[src/rtl/mio_bus_arbiter.sv]
// mio_bus_arbiter: round-robin arbiter between the CPU and a secondary (DMA)
// master for the shared memory/IO bus. The winner's request is latched onto
// the bus, the arbiter waits for bus_ready, returns the read data and
// acknowledges the owner with a one-cycle ready pulse.
//
// Optional feature: define MIO_ARB_TIMEOUT_EN to abort a transfer that has
// waited TIMEOUT_CYCLES cycles without bus_ready. The aborted transfer returns
// zero data and sets the sticky timeout_err flag.
//
// Ports:
//   clk, reset                      clock, asynchronous active-high reset
//   cpu_req/we/addr/wdata           CPU request (held until cpu_ready)
//   cpu_ready, cpu_rdata            CPU completion pulse and read data
//   dma_req/we/addr/wdata           DMA request (held until dma_ready)
//   dma_ready, dma_rdata            DMA completion pulse and read data
//   bus_req/we/addr/wdata           registered bus request
//   bus_rdata, bus_ready            bus response
//   grant                           one-hot owner (bit0 CPU, bit1 DMA)
//   timeout_err                     sticky abort flag
module mio_bus_arbiter #(
  parameter int unsigned TIMEOUT_CYCLES = 16
) (
  input  logic        clk,
  input  logic        reset,
  input  logic        cpu_req,
  input  logic        cpu_we,
  input  logic [31:0] cpu_addr,
  input  logic [31:0] cpu_wdata,
  output logic        cpu_ready,
  output logic [31:0] cpu_rdata,
  input  logic        dma_req,
  input  logic        dma_we,
  input  logic [31:0] dma_addr,
  input  logic [31:0] dma_wdata,
  output logic        dma_ready,
  output logic [31:0] dma_rdata,
  output logic        bus_req,
  output logic        bus_we,
  output logic [31:0] bus_addr,
  output logic [31:0] bus_wdata,
  input  logic [31:0] bus_rdata,
  input  logic        bus_ready,
  output logic [1:0]  grant,
  output logic        timeout_err
);

  localparam int unsigned DW = 32;

  typedef enum logic [1:0] {
    IDLE = 2'b00,
    XFER = 2'b01,
    RESP = 2'b10
  } state_t;

  state_t state;
  logic   last;          // last master served: 0 = CPU, 1 = DMA
  logic   cpu_win_c;
  logic   dma_win_c;
  logic   xfer_abort_c;  // XFER ends without bus_ready (timeout)
  logic   xfer_end_c;

  // Out-of-range TIMEOUT_CYCLES leaves a marker block in the hierarchy
  if (TIMEOUT_CYCLES < 2 || TIMEOUT_CYCLES > 255) begin : g_timeout_cycles_out_of_range
  end

  // Round-robin: on a tie the master that was not served last wins
  assign cpu_win_c = cpu_req && (!dma_req || last);
  assign dma_win_c = dma_req && !cpu_win_c;

  assign xfer_end_c = (state == XFER) && (bus_ready || xfer_abort_c);

`ifdef MIO_ARB_TIMEOUT_EN
  localparam int unsigned CW = 8;
  localparam logic [CW-1:0] TO_LAST = CW'(TIMEOUT_CYCLES - 1);

  logic [CW-1:0] wait_cnt;

  assign xfer_abort_c = (state == XFER) && !bus_ready && (wait_cnt == TO_LAST);

  // Wait counter: cleared while idle so it starts at zero on XFER entry
  always_ff @(posedge clk or posedge reset) begin
    if (reset) begin
      wait_cnt <= '0;
    end else if (state != XFER) begin
      wait_cnt <= '0;
    end else if (!bus_ready) begin
      wait_cnt <= wait_cnt + CW'(1);
    end
  end

  // Sticky abort flag, cleared only by reset
  always_ff @(posedge clk or posedge reset) begin
    if (reset) begin
      timeout_err <= 1'b0;
    end else if (xfer_abort_c) begin
      timeout_err <= 1'b1;
    end
  end
`else
  assign xfer_abort_c = 1'b0;
  assign timeout_err  = 1'b0;
`endif

  // Arbitration FSM with registered bus and response outputs
  always_ff @(posedge clk or posedge reset) begin
    if (reset) begin
      state     <= IDLE;
      last      <= 1'b1;
      grant     <= 2'b00;
      bus_req   <= 1'b0;
      bus_we    <= 1'b0;
      bus_addr  <= '0;
      bus_wdata <= '0;
      cpu_ready <= 1'b0;
      dma_ready <= 1'b0;
      cpu_rdata <= '0;
      dma_rdata <= '0;
    end else begin
      cpu_ready <= 1'b0;
      dma_ready <= 1'b0;
      case (state)
        IDLE: begin
          if (cpu_win_c || dma_win_c) begin
            state     <= XFER;
            grant     <= {dma_win_c, cpu_win_c};
            last      <= dma_win_c;
            bus_req   <= 1'b1;
            bus_we    <= dma_win_c ? dma_we    : cpu_we;
            bus_addr  <= dma_win_c ? dma_addr  : cpu_addr;
            bus_wdata <= dma_win_c ? dma_wdata : cpu_wdata;
          end
        end
        XFER: begin
          if (xfer_end_c) begin
            state     <= RESP;
            bus_req   <= 1'b0;
            cpu_ready <= grant[0];
            dma_ready <= grant[1];
            // A timed-out transfer returns zero data
            if (grant[1]) begin
              dma_rdata <= bus_ready ? bus_rdata : DW'(0);
            end else begin
              cpu_rdata <= bus_ready ? bus_rdata : DW'(0);
            end
          end
        end
        RESP: begin
          state <= IDLE;
          grant <= 2'b00;
        end
        default: begin
          state   <= IDLE;
          grant   <= 2'b00;
          bus_req <= 1'b0;
        end
      endcase
    end
  end

endmodule

[config.mk]
export PLATFORM = sky130hd
export DESIGN_NAME = mio_bus_arbiter
export DESIGN_NICKNAME = d
export VERILOG_FILES = /design/src/rtl/mio_bus_arbiter.sv
export SDC_FILE = /design/constraint.sdc
export NUM_CORES = 1
export LEC_CHECK = 0
export ABC_AREA = 1
export BUFFER_PORTS_ARGS = -buffer_cell sky130_fd_sc_hd__buf_2
export CAP_MARGIN = 30
export CORE_MARGIN = 2
export CORE_UTILIZATION = 42
export DETAILED_ROUTE_END_ITERATION = 16
export GPL_TIMING_DRIVEN = 0
export PLACE_DENSITY_LB_ADDON = 0.08
export REMOVE_ABC_BUFFERS = 1
export SLEW_MARGIN = 10
export SYNTH_ARGS = -nofsm -noshare
export SYNTH_HDL_FRONTEND = slang
export SYNTH_SLANG_ARGS = --single-unit
[constraint.sdc]
create_clock -name clk -period 5.4 [get_ports clk]
set_clock_uncertainty 0.2 [all_clocks]
set_input_delay 1.62 -clock clk [delete_from_list [all_inputs] [get_ports clk]]
set_output_delay 1.62 -clock clk [all_outputs]
set_load 0.02 [all_outputs]
# After elaboration in Yosys (flattened, before gate mapping)
# Cells that the tools add are included.
totals:
  ff_bits: 137
  memories: 0
  latch_bits: 0
  output_inout_bits: 135
  rom_bits: 0
  ramBits: 0
classes:
  n_addsub: 0
  reduce_logical: 14
  div: 0
  mul: 0
  n_bitwise: 3
  n_mux: 16
  n_lt_le_gt_ge: 0
  eq_ne: 4
  shift: 0
ops:
  columns: ["operator", "count"]
  rows:
  - ["32-bit 2-to-1 mux", 3]
  - ["3-bit AND reduction", 3]
  - ["2-bit case mux with 2 select lines", 2]
  - ["1-bit 2-to-1 mux", 7]
  - ["2-bit 2-to-1 mux", 3]
  - ["2-bit AND reduction", 3]
  - ["2-bit inequality test (second input constant)", 2]
  - ["1-bit logical AND", 3]
  - ["1-bit inverter", 3]
  - ["1-bit case mux with 3 select lines", 1]
  - ["2-bit by 1-bit equality test with 1-bit output (second input constant)", 1]
  - ["2-bit equality test (second input constant)", 1]
  - ["1-bit logical NOT", 2]
  - ["2-bit logical NOT", 1]
  - ["1-bit logical OR", 2]

# Logic depth before layout (Yosys ltp)
# Gate-level depths: netlist of the first run.
depth:
  depth_word: 8
  ltp_mapped: 8

# Worst setup path after synthesis of the first run
# Ideal clock, no wire load.
synth_timing:
  path_type: "input to register"
  start: "input port dma_req"
  end: "register bus_addr[0]"
  t_required_ps: 5083
  arrival_time_ps: 2330
  stages: 7
  slack_ps: 2753
  n_path_buf: 2
  cell_sequence: "inv_1 -> a21oi_1 -> buf_2 -> buf_2 -> nand2_1 -> nand3_1 -> nand2_1"
synth_between:
  elab_chain_cells: 7
synth_lines:
  columns: ["item", "line_no", "rtl"]
  rows:
  - ["from (decl)", "31", "input logic dma_req,"]
  - ["1-bit logical NOT", "67", "assign cpu_win_c = cpu_req && (!dma_req || last);"]
  - ["1-bit logical OR", "67", null]
  - ["1-bit logical AND", "67", null]
  - ["1-bit logical NOT", "68", "assign dma_win_c = dma_req && !cpu_win_c;"]
  - ["1-bit logical AND", "68", null]
  - ["1-bit logical OR", "123", "if (cpu_win_c || dma_win_c) begin"]
  - ["2-bit AND reduction (no source line)", null, null]
  - ["to (signal assigned)", "129", "bus_addr <= dma_win_c ? dma_addr : cpu_addr;"]
  - ["to (decl)", "39", "output logic [31:0] bus_addr,"]
# Several ways; a longest one is shown, not always the timed one.
# A chain may end at the register's enable or synchronous reset.

# Final worst setup path of the first run
layout_timing:
  start: "input port dma_req"
  end: "register bus_wdata[19]"
layout_between:
  elab_chain_cells: 7
layout_lines:
  columns: ["item", "line_no", "rtl"]
  rows:
  - ["1-bit logical NOT", "67", null]
  - ["1-bit logical OR", "67", null]
  - ["1-bit logical AND", "67", null]
  - ["1-bit logical NOT", "68", null]
  - ["1-bit logical AND", "68", null]
  - ["1-bit logical OR", "123", null]
  - ["2-bit AND reduction (no source line)", null, null]
  - ["to (signal assigned)", "130", "bus_wdata <= dma_win_c ? dma_wdata : cpu_wdata;"]
  - ["to (decl)", "40", "output logic [31:0] bus_wdata,"]
# Several ways; a longest one is shown, not always the timed one.

==> results of run 1 <==
==> flip-flops by register name, indices dropped and copies added (netlist names) <==
| signal | count |
|---|---|
| dma_rdata | 32 |
| last | 1 |
| cpu_rdata | 32 |
| cpu_ready | 1 |
| bus_we | 1 |
| state | 2 |
| bus_addr | 32 |
| bus_wdata | 32 |
| grant | 2 |
| dma_ready | 1 |
| bus_req | 1 |
==> metrics by stage <==
step / setup slack (ns) / instance area (um2)
2_1_floorplan: -0.0862 / 6140
3_3_place_gp: -1.85 / 7880
3_5_place_dp: 1.41 / 8070
4_1_cts: 1.86 / 8760
5_1_grt: 1.72 / 8760
6_report: 1.91 / 8760
==> cells in the final DEF (no fill, tap or decap) <==
master / n
o22ai_1: 2
nand3_4: 1
bufinv_16: 6
clkbuf_1: 1
inv_2: 2
nand3_2: 1
buf_12: 5
dfrtp_1: 136
buf_16: 2
nor2_4: 1
clkinv_4: 3
clkbuf_16: 17
dfstp_2: 1
a21o_2: 1
conb_1: 1
nor2_1: 3
o21ai_2: 23
o21ai_1: 41
nand2_1: 333
o21ai_0: 3
nand3_1: 65
inv_8: 1
a21oi_4: 1
inv_1: 169
buf_2: 300
inv_6: 3
clkinvlp_4: 1
nand2_4: 1
clkbuf_8: 1
==> cells by family (layout without fill, tap and decap cells) <==
logic type / count (synthesis) / after routing
buf+inv: 214 / 511
flops: 137 / 137
simple gates: 405 / 405
other cells: 1 / 1
compound gates: 71 / 71
==> power by group through the flow <==
stage	clock network (mW)	registers, mW	logic (mW)
after CTS	1.36	1.80	2.35
after global routing	1.41	1.86	2.55
after global placement	0	1.80	2.30
final	1.33	1.80	2.32
after detailed placement	0	1.80	2.35
after floorplan	0	2.41	0.832
==> worst max-delay path, delay by kind of cell <==
| family | cells | cell delay, ns |
|---|---|---|
| buf+inv | 4 | 1.03 |
| simple gates | 4 | 0.91 |
==> area by class of cell <==
class | instances | area share
Multi-Input combinational cell | 477 | 0.240
Inverter | 172 | 0.0746
Timing Repair Buffer | 307 | 0.189
Tap cell | 188 | 0.0269
Clock buffer | 19 | 0.0506
Sequential cell | 137 | 0.392
Clock inverter | 13 | 0.0274
==> metal layers <==
metal / vias up / share of wire
li1: 3015 / -
met2: 214 / 0.46
met5: - / 0
met1: 2568 / 0.43
met3: 25 / 0.088
met4: 0 / 0.022
==> path summary, 6_finish.rpt <==
check / startpoint / end / slack, ns / cells after the start
max: dma_req / bus_wdata[19] / 1.91 / 8
min: bus_addr[20] / bus_addr[20] / 0.27 / 2
max reg2reg: state[1] / bus_wdata[19] / 2.84 / 6
min reg2reg: bus_addr[20] / bus_addr[20] / 0.27 / 2
max in group asynchronous: reset / bus_wdata[23] / 3.27 / 3
min in group asynchronous: reset / bus_addr[29] / 0.97 / 2
==> impl_metrics.py, run 1 <==
metrics = {
    "synth": {
        "synth_seq_cells": 137,
        "synth_top_area_frac": 0.529,
        "synth_commonest_cells": "nand2_1 (333), inv_1 (170), dfrtp_1 (136)",
        "yosysUniqueCellTypes": 21,
        "synth_top_family_by_area": "simple AND/OR/NAND/NOR gates",
        "syn_area_um2": 6430,
        "yosysWarnings": 0,
        "synth_ff_type": "dfrtp_1",
        "synth_top_area_cell": "dfrtp_1",
        "synth-simple-area-share": 0.252,
        "synth_fa_ha_area_frac": 0,
        "synthXorXnorAreaFrac": 0,
        "synthMuxAreaShare": 0,
        "synth-edff-count": 0,
        "yosysSeqAreaShare": 0.533,
        "avgSynthCellArea_um2": 7.77,
        "synthTopCellsByArea": "dfrtp_1 (53%), nand2_1 (19%), inv_1 (9.9%)",
        "syn_inst": 828,
        "synth_compound_area_frac": 0.0695,
        "async_reset_ff_frac": 1.00,
        "synth.most_common_cell": "nand2_1",
    },
    "setup_path": {
        "worstPathCellList": "buf_2, inv_1, nand2_1, nand2_4, inv_2, buf_12, nand3_1, nand2_1",
        "path_max_fanout": 70,
        "worstSetupStartpointType": "primary input",
        "critPathArrivalTime_ns": 3.59,
        "end_kind": "register",
        "cpPeakStageDelay_ns": 0.58,
        "critical_path_class": "in2reg",
        "crit_required_ns": 5.51,
        "cp_slowest_cell": "nand2_4",
        "crit_top_cell": "nand2_1",
    },
    "die": {
        "start_util": 0.426,
        "die_area_um2": 16300,
        "coreArea_um2": 15100,
        "fp-row-count": 45,
        "die_w_um": 128,
        "die_h_um": 128,
        "io_pins": 302,
    },
    "global_routing": {
        "use_met3": 0.0768,
        "met1_usage": 0.261,
        "grt_max_degree": 100,
        "use_met2": 0.336,
        "antenna_found_initial": 0,
        "grt_pass1_vias": 5299,
        "grt-ovfl-total": 0,
        "grt_util_all_layers": 0.210,
        "busiest_layer": "met2",
        "grt_pass1_wl_um": 26700,
    },
    "cts": {
        "post-cts-setup-buffers": 0,
        "cts_tree": "built",
        "ctsHoldBuffers": 0,
        "clockRootBuffer": "clkbuf_16",
        "clk_latency_ns": 0.42,
        "numCtsBuffers": 17,
        "h-tree-depth": 4,
        "cts_buffer_depth": 2,
        "path_clk_slew_ns": 0.06,
        "clock_sinks": 137,
        "ctsResizeCount": 0,
    },
    "place": {
        "io_buffers": 300,
        "dp_cells": 1281,
        "dpl.hpwl_um": 12200,
        "gp_congestion": 0.763,
    },
    "timing": {
        "rsz0062_at_grt": "false",
        "timing.fmax_ghz": 0.287,
        "hold_ws_ns": 0.270,
        "relSlewSlack": 0.466,
        "post-route-min-period_ns": 3.49,
        "setup_violations": 0,
        "tightest_slew_ns": 0.801,
        "min_period_over_period": 0.646,
        "drv_slew": 0,
        "tns_ns": 0,
        "hold_viol": 0,
    },
    "power_and_ir_drop": {
        "p_total_mw": 5.45,
        "power.net_switching_mw": 2.26,
        "combPwrFrac": 0.425,
        "pwr-share-clk": 0.245,
        "internal-power_mw": 3.19,
        "cellPowerDensity_nw_per_um2": 623,
        "p_leak_nw": 5.43,
        "seqPwrFrac": 0.331,
        "switching_share": 0.415,
        "ir_drop_uv": 257,
    },
    "run": {
        "maxCapViolCount": 0,
    },
    "drt": {
        "vias": 5822,
        "vias_per_cell": 4.43,
        "drtAntennaViolNets": 0,
        "wl_per_cell_um": 13.0,
        "dr.pass1.iters": 4,
        "drt_iter0_drc": 314,
        "drc": 0,
        "routed_wl_um": 17000,
    },
    "finish": {
        "area_delta_synth_final_pct": 36.2,
        "regArea_um2": 3430,
        "num-nets-final": 1279,
        "multi_input_area_um2": 2100,
        "utilization": 0.580,
        "instances_no_fill": 1313,
        "drive_gt1_frac": 0.330,
        "diodes": 0,
        "n_fill_cell": 1487,
    },
    "worst_hold_path": {
        "hp-class": "reg2reg",
    },
    "outcome": {
        "status": "complete, no violations",
    },
}
(Power assumes the default switching activity.)
==> inputs of run 2 (changes only) <==
- ABC_AREA: 1 -> 0
- CORE_UTILIZATION: 42 -> 45
- clock period: 5.4 -> 3.4 ns (I/O delays scaled with it)
==> impl_metrics.py, run 2 <==
metrics = {
    "outcome": {
        "status": "complete, no violations",
    },
    "power_and_ir_drop": {
        "switching_share": 0.364,
        "power.net_switching_mw": 3.19,
        "cellPowerDensity_nw_per_um2": 1030,
        "pwr-share-clk": 0.211,
        "combPwrFrac": 0.459,
        "p_leak_nw": 4.33,
        "internal-power_mw": 5.58,
        "ir_drop_uv": 490,
        "seqPwrFrac": 0.330,
    },
    "die": {
        "die_w_um": 121,
        "die_h_um": 121,
        "start_util": 0.465,
        "io_pins": 302,
        "coreArea_um2": 13300,
        "die_area_um2": 14700,
        "fp-row-count": 42,
    },
    "worst_hold_path": {
        "min_from": "bus_req",
        "hp-class": "reg2reg",
        "holdPathEnd": "bus_req",
        "min_delay_path_depth": 1,
    },
    "timing": {
        "min_period_over_period": 0.787,
        "worst_slack_ns": 0.725,
        "post-route-min-period_ns": 2.67,
        "drv_slew": 0,
        "rsz0062_at_grt": "false",
        "timing.fmax_ghz": 0.374,
        "hold_viol": 0,
        "relSlewSlack": 0.450,
        "setup_violations": 0,
        "tightest_slew_ns": 0.822,
    },
    "global_routing": {
        "grt_pass1_vias": 4475,
        "grt_pass1_wl_um": 22500,
        "antenna_found_initial": 0,
        "busiest_layer": "met2",
        "use_met2": 0.340,
        "grt_util_all_layers": 0.203,
        "grt_max_degree": 79,
        "use_met3": 0.0724,
        "met1_usage": 0.232,
        "grt-ovfl-total": 0,
    },
    "setup_path": {
        "end_kind": "register",
        "cpLargestDelayFamily": "buffers and inverters",
        "r2r_cells": 5,
        "critPathArrivalTime_ns": 2.77,
        "cpPeakStageDelay_ns": 0.61,
        "worstReg2RegEnd": "bus_addr[27]",
        "path_buf_inv": 4,
        "rr_startpoint": "state[1]",
        "rrSetupSlack_ns": 0.96,
        "critical_path_class": "in2reg",
        "crit_top_cell": "buf_16",
        "worstSetupStartpointType": "primary input",
        "cp_slowest_cell": "nor3_4",
        "worstPathCellList": "buf_2, nor2_1, nor3_4, buf_16, buf_8, buf_16, mux2_2",
        "path_max_fanout": 16,
        "crit_required_ns": 3.49,
        "crit_start": "cpu_req",
    },
    "drt": {
        "wl_per_cell_um": 16.8,
        "dr.pass1.iters": 4,
        "drt_iter0_drc": 157,
        "drtAntennaViolNets": 0,
        "routed_wl_um": 14600,
        "vias": 4121,
        "drc": 0,
        "vias_per_cell": 4.76,
    },
    "finish": {
        "area_delta_synth_final_pct": 37.6,
        "final_cell_mix": "buf_2 (300), dfrtp_1 (136), mux2_2 (116)",
        "utilization": 0.639,
        "drive_gt1_frac": 0.771,
        "final_common_cell": "buf_2",
        "diodes": 0,
        "num-nets-final": 847,
        "n_fill_cell": 1036,
    },
    "synth": {
        "yosysSeqAreaShare": 0.553,
        "synth-edff-count": 0,
        "synth_seq_cells": 137,
        "synth_top_area_frac": 0.549,
        "synth_top_area_cell": "dfrtp_1",
        "yosysWarnings": 0,
        "synthTopCellsByArea": "dfrtp_1 (55%), mux2_2 (21%), mux2_4 (18%)",
        "avgSynthCellArea_um2": 16.5,
        "yosysUniqueCellTypes": 24,
        "synth_commonest_cells": "dfrtp_1 (136), mux2_2 (116), mux2_4 (75)",
        "async_reset_ff_frac": 1.00,
        "syn_area_um2": 6200,
        "synth.most_common_cell": "dfrtp_1",
        "synth_ff_type": "dfrtp_1",
        "syn_inst": 376,
    },
    "cts": {
        "cts_tree": "built",
        "clockRootBuffer": "clkbuf_16",
        "numCtsBuffers": 17,
        "cts_buffer_depth": 2,
        "clk_latency_ns": 0.41,
        "ctsResizeCount": 0,
        "ctsHoldBuffers": 0,
        "clock_sinks": 137,
        "post-cts-setup-buffers": 0,
        "path_clk_slew_ns": 0.05,
        "h-tree-depth": 4,
    },
    "run": {
        "maxCapViolCount": 0,
    },
    "place": {
        "io_buffers": 300,
        "dpl.hpwl_um": 10700,
        "gp_congestion": 0.802,
        "preCtsSetupSlack_ns": 0.266,
    },
}
## run 2: cell type report
| type | count | area, um2 | share of cell area |
|---|---|---|---|
| repair buffers | 307 | 1670 | 0.195 |
| well taps | 176 | 220 | 0.0258 |
| clock inverters | 8 | 121 | 0.0142 |
| inverters | 4 | 20.0 | 0.00235 |
| flip-flops and latches | 137 | 3430 | 0.402 |
| multi-input cells | 213 | 2610 | 0.305 |
| clock buffers | 21 | 470 | 0.0551 |
## run 2: cell families after synthesis
family          synth area share
mux                        0.399
flops                      0.553
buf+inv                   0.0294
simple gates             0.00887
compound gates           0.00908
other cells             0.000605
## run 2: power by group through the flow
| stage | logic (mW) | registers, mW | clock network, mW |
|---|---|---|---|
| floorplan | 1.67 | 3.90 | 0 |
| global placement | 3.99 | 2.86 | 0 |
| detailed placement | 4.08 | 2.89 | 0 |
| CTS | 4.09 | 2.89 | 1.89 |
| global route | 4.26 | 3.00 | 1.97 |
| finish | 4.03 | 2.89 | 1.85 |
## run 2: routing by layer
metal	vias to the layer above	wire, um
met5	-	0
met4	0	399
met3	35	1280
met2	181	7150
met1	1961	5730
li1	1944	-
## run 2: metrics by stage
step                total power [mW]  instances  setup TNS [ns]  instance area [um2]  hold slack, ns
finish                          8.77        866               0                 8540           0.273
global route                    9.23        866               0                 8540           0.302
floorplan                       5.57        354         -302.23                 6040           0.252
detailed placement              6.97        837               0                 7940           0.266
CTS                             8.87        866               0                 8540           0.278
global placement                6.85        830         -603.77                 7760           0.258
## run 2: worst max path at each step
stage | to | cells after the start | slack (ns)
floorplan | bus_addr[0] | 1 | -1.49
global placement | cpu_rdata[29] | 2 | -2.95
detailed placement | bus_wdata[4] | 7 | 0.27
CTS | bus_addr[24] | 7 | 0.70
global route | bus_wdata[4] | 7 | 0.63
finish | bus_addr[27] | 7 | 0.73
==> inputs of run 3 (changes only) <==
- CORE_UTILIZATION: 45 -> 42
- clock period: 3.4 -> 2.4 ns (I/O delays scaled with it)
==> impl_metrics.py, run 3 (synthesized netlist as in run 2, its figures left out) <==
metrics = {
    "timing": {
        "hold_viol": 0,
        "rsz0062_at_grt": "false",
        "min_period_over_period": 0.949,
        "drv_slew": 0,
        "setup_violations": 0,
        "tns_ns": 0,
        "timing.fmax_ghz": 0.439,
        "relSlewSlack": 0.588,
        "tightest_slew_ns": 0.618,
        "post-route-min-period_ns": 2.28,
    },
    "drt": {
        "wl_per_cell_um": 16.7,
        "drc": 0,
        "routed_wl_um": 14700,
        "vias": 4231,
        "drtAntennaViolNets": 0,
        "vias_per_cell": 4.80,
        "drt_iter0_drc": 128,
        "dr.pass1.iters": 6,
    },
    "cts": {
        "cts_tree": "built",
        "clk_latency_ns": 0.41,
        "h-tree-depth": 4,
        "path_clk_slew_ns": 0.06,
        "clockRootBuffer": "clkbuf_16",
        "numCtsBuffers": 17,
        "ctsHoldBuffers": 0,
        "cts_buffer_depth": 2,
        "clock_sinks": 137,
    },
    "place": {
        "dpl.hpwl_um": 11000,
        "io_buffers": 300,
        "gp_congestion": 0.770,
        "dpl_cell_area_um2": 7970,
    },
    "finish": {
        "regArea_um2": 3430,
        "area_delta_synth_final_pct": 38.9,
        "multi_input_area_um2": 2610,
        "num-nets-final": 851,
        "postLayoutCellArea_um2": 8620,
        "diodes": 0,
        "final_cell_mix": "buf_2 (300), dfrtp_1 (136), mux2_2 (116)",
        "final_common_cell": "buf_2",
        "drive_gt1_frac": 0.772,
        "n_fill_cell": 1218,
    },
    "setup_path": {
        "critPathArrivalTime_ns": 2.37,
        "critical_path_class": "reg2reg",
        "r2r_cells": 4,
        "rrSetupSlack_ns": 0.12,
        "crit_required_ns": 2.49,
        "worstReg2RegEnd": "cpu_rdata[15]",
        "setup.worst_path.end": "cpu_rdata[15]",
        "crit_start": "state[0]",
        "rr_startpoint": "state[0]",
        "path_max_fanout": 17,
        "worstSetupStartpointType": "register",
        "end_kind": "register",
    },
    "power_and_ir_drop": {
        "ir_drop_uv": 599,
        "cellPowerDensity_nw_per_um2": 1450,
        "p_leak_nw": 4.37,
    },
    "die": {
        "die_h_um": 126,
        "die_w_um": 126,
        "io_pins": 302,
        "start_util": 0.428,
        "fp-row-count": 44,
        "die_area_um2": 15800,
        "coreArea_um2": 14500,
    },
    "run": {
        "maxCapViolCount": 0,
    },
    "global_routing": {
        "antenna_found_initial": 0,
        "grt-ovfl-total": 0,
        "grt_util_all_layers": 0.190,
        "grt_max_degree": 83,
        "grt_pass1_vias": 4557,
        "grt_pass1_wl_um": 23600,
    },
    "worst_hold_path": {
        "hp-class": "in2async",
    },
    "outcome": {
        "status": "complete, no violations",
    },
}
## run 3: cell types whose count changed in the layout (fill, tap and decap cells not counted), sizes merged
cell    before  now
inv          4    7
bufinv       3    2
clkbuf      21   24
clkinv       4    2
buf        307  311
## run 3: how the worst min path moves through the flow
stage | slack (ns) | startpoint | cells past startpoint | endpoint
6_report | 0.17 | reset | 2 | bus_addr[23]
5_1_grt | 0.20 | reset | 2 | bus_addr[30]
3_5_place_dp | 0.27 | cpu_rdata[30] | 1 | cpu_rdata[30]
2_1_floorplan | 0.25 | last | 2 | last
3_3_place_gp | 0.26 | bus_req | 1 | bus_req
4_1_cts | 0.17 | reset | 2 | bus_wdata[18]
## run 3: worst max-delay path, cell delays in order (launching register included)
cell and delay (ns):
dfrtp_1 0.49, and3b_1 0.29, and2_2 0.58, buf_16 0.25, mux2_1 0.33
## run 3: timing repair
action	in CTS	in global routing
resized for setup	0	0
setup buffers	0	3
endpoints found under the setup margin	0	15
## run 3: where the power goes
group	leakage [nW]	switching, mW	internal [mW]
Sequential	1.62	0.593	3.50
Clock	0.298	0.968	1.68
Combinational	2.45	2.99	2.74
## run 3: layout make-up
cell class	instances	share of cell area
Sequential cell	137	0.398
Multi-Input combinational cell	213	0.303
Timing Repair Buffer	311	0.200
Clock buffer	24	0.0582
Tap cell	184	0.0267
Clock inverter	8	0.0125
Inverter	4	0.00232
## run 3: stage by stage
step	util	total power, mW	setup slack, ns	std cells	hold slack, ns
floorplan	-	7.89	-2.19	354	0.252
global placement	0.536	9.56	-3.66	838	0.259
detailed placement	0.551	9.86	-0.343	846	0.271
CTS	0.593	12.6	0.0132	878	0.175
global route	0.595	13.2	0.0391	881	0.204
finish	0.595	12.5	0.124	881	0.173
## run 3: metal layers
| layer | vias up | GRT usage | part of all wire |
|---|---|---|---|
| li1 | 1963 | - | - |
| met1 | 2071 | 0.230 | 0.42 |
| met2 | 169 | 0.315 | 0.49 |
| met3 | 28 | 0.0539 | 0.068 |
| met4 | 0 | 0.0908 | 0.027 |
| met5 | - | 0 | 0 |
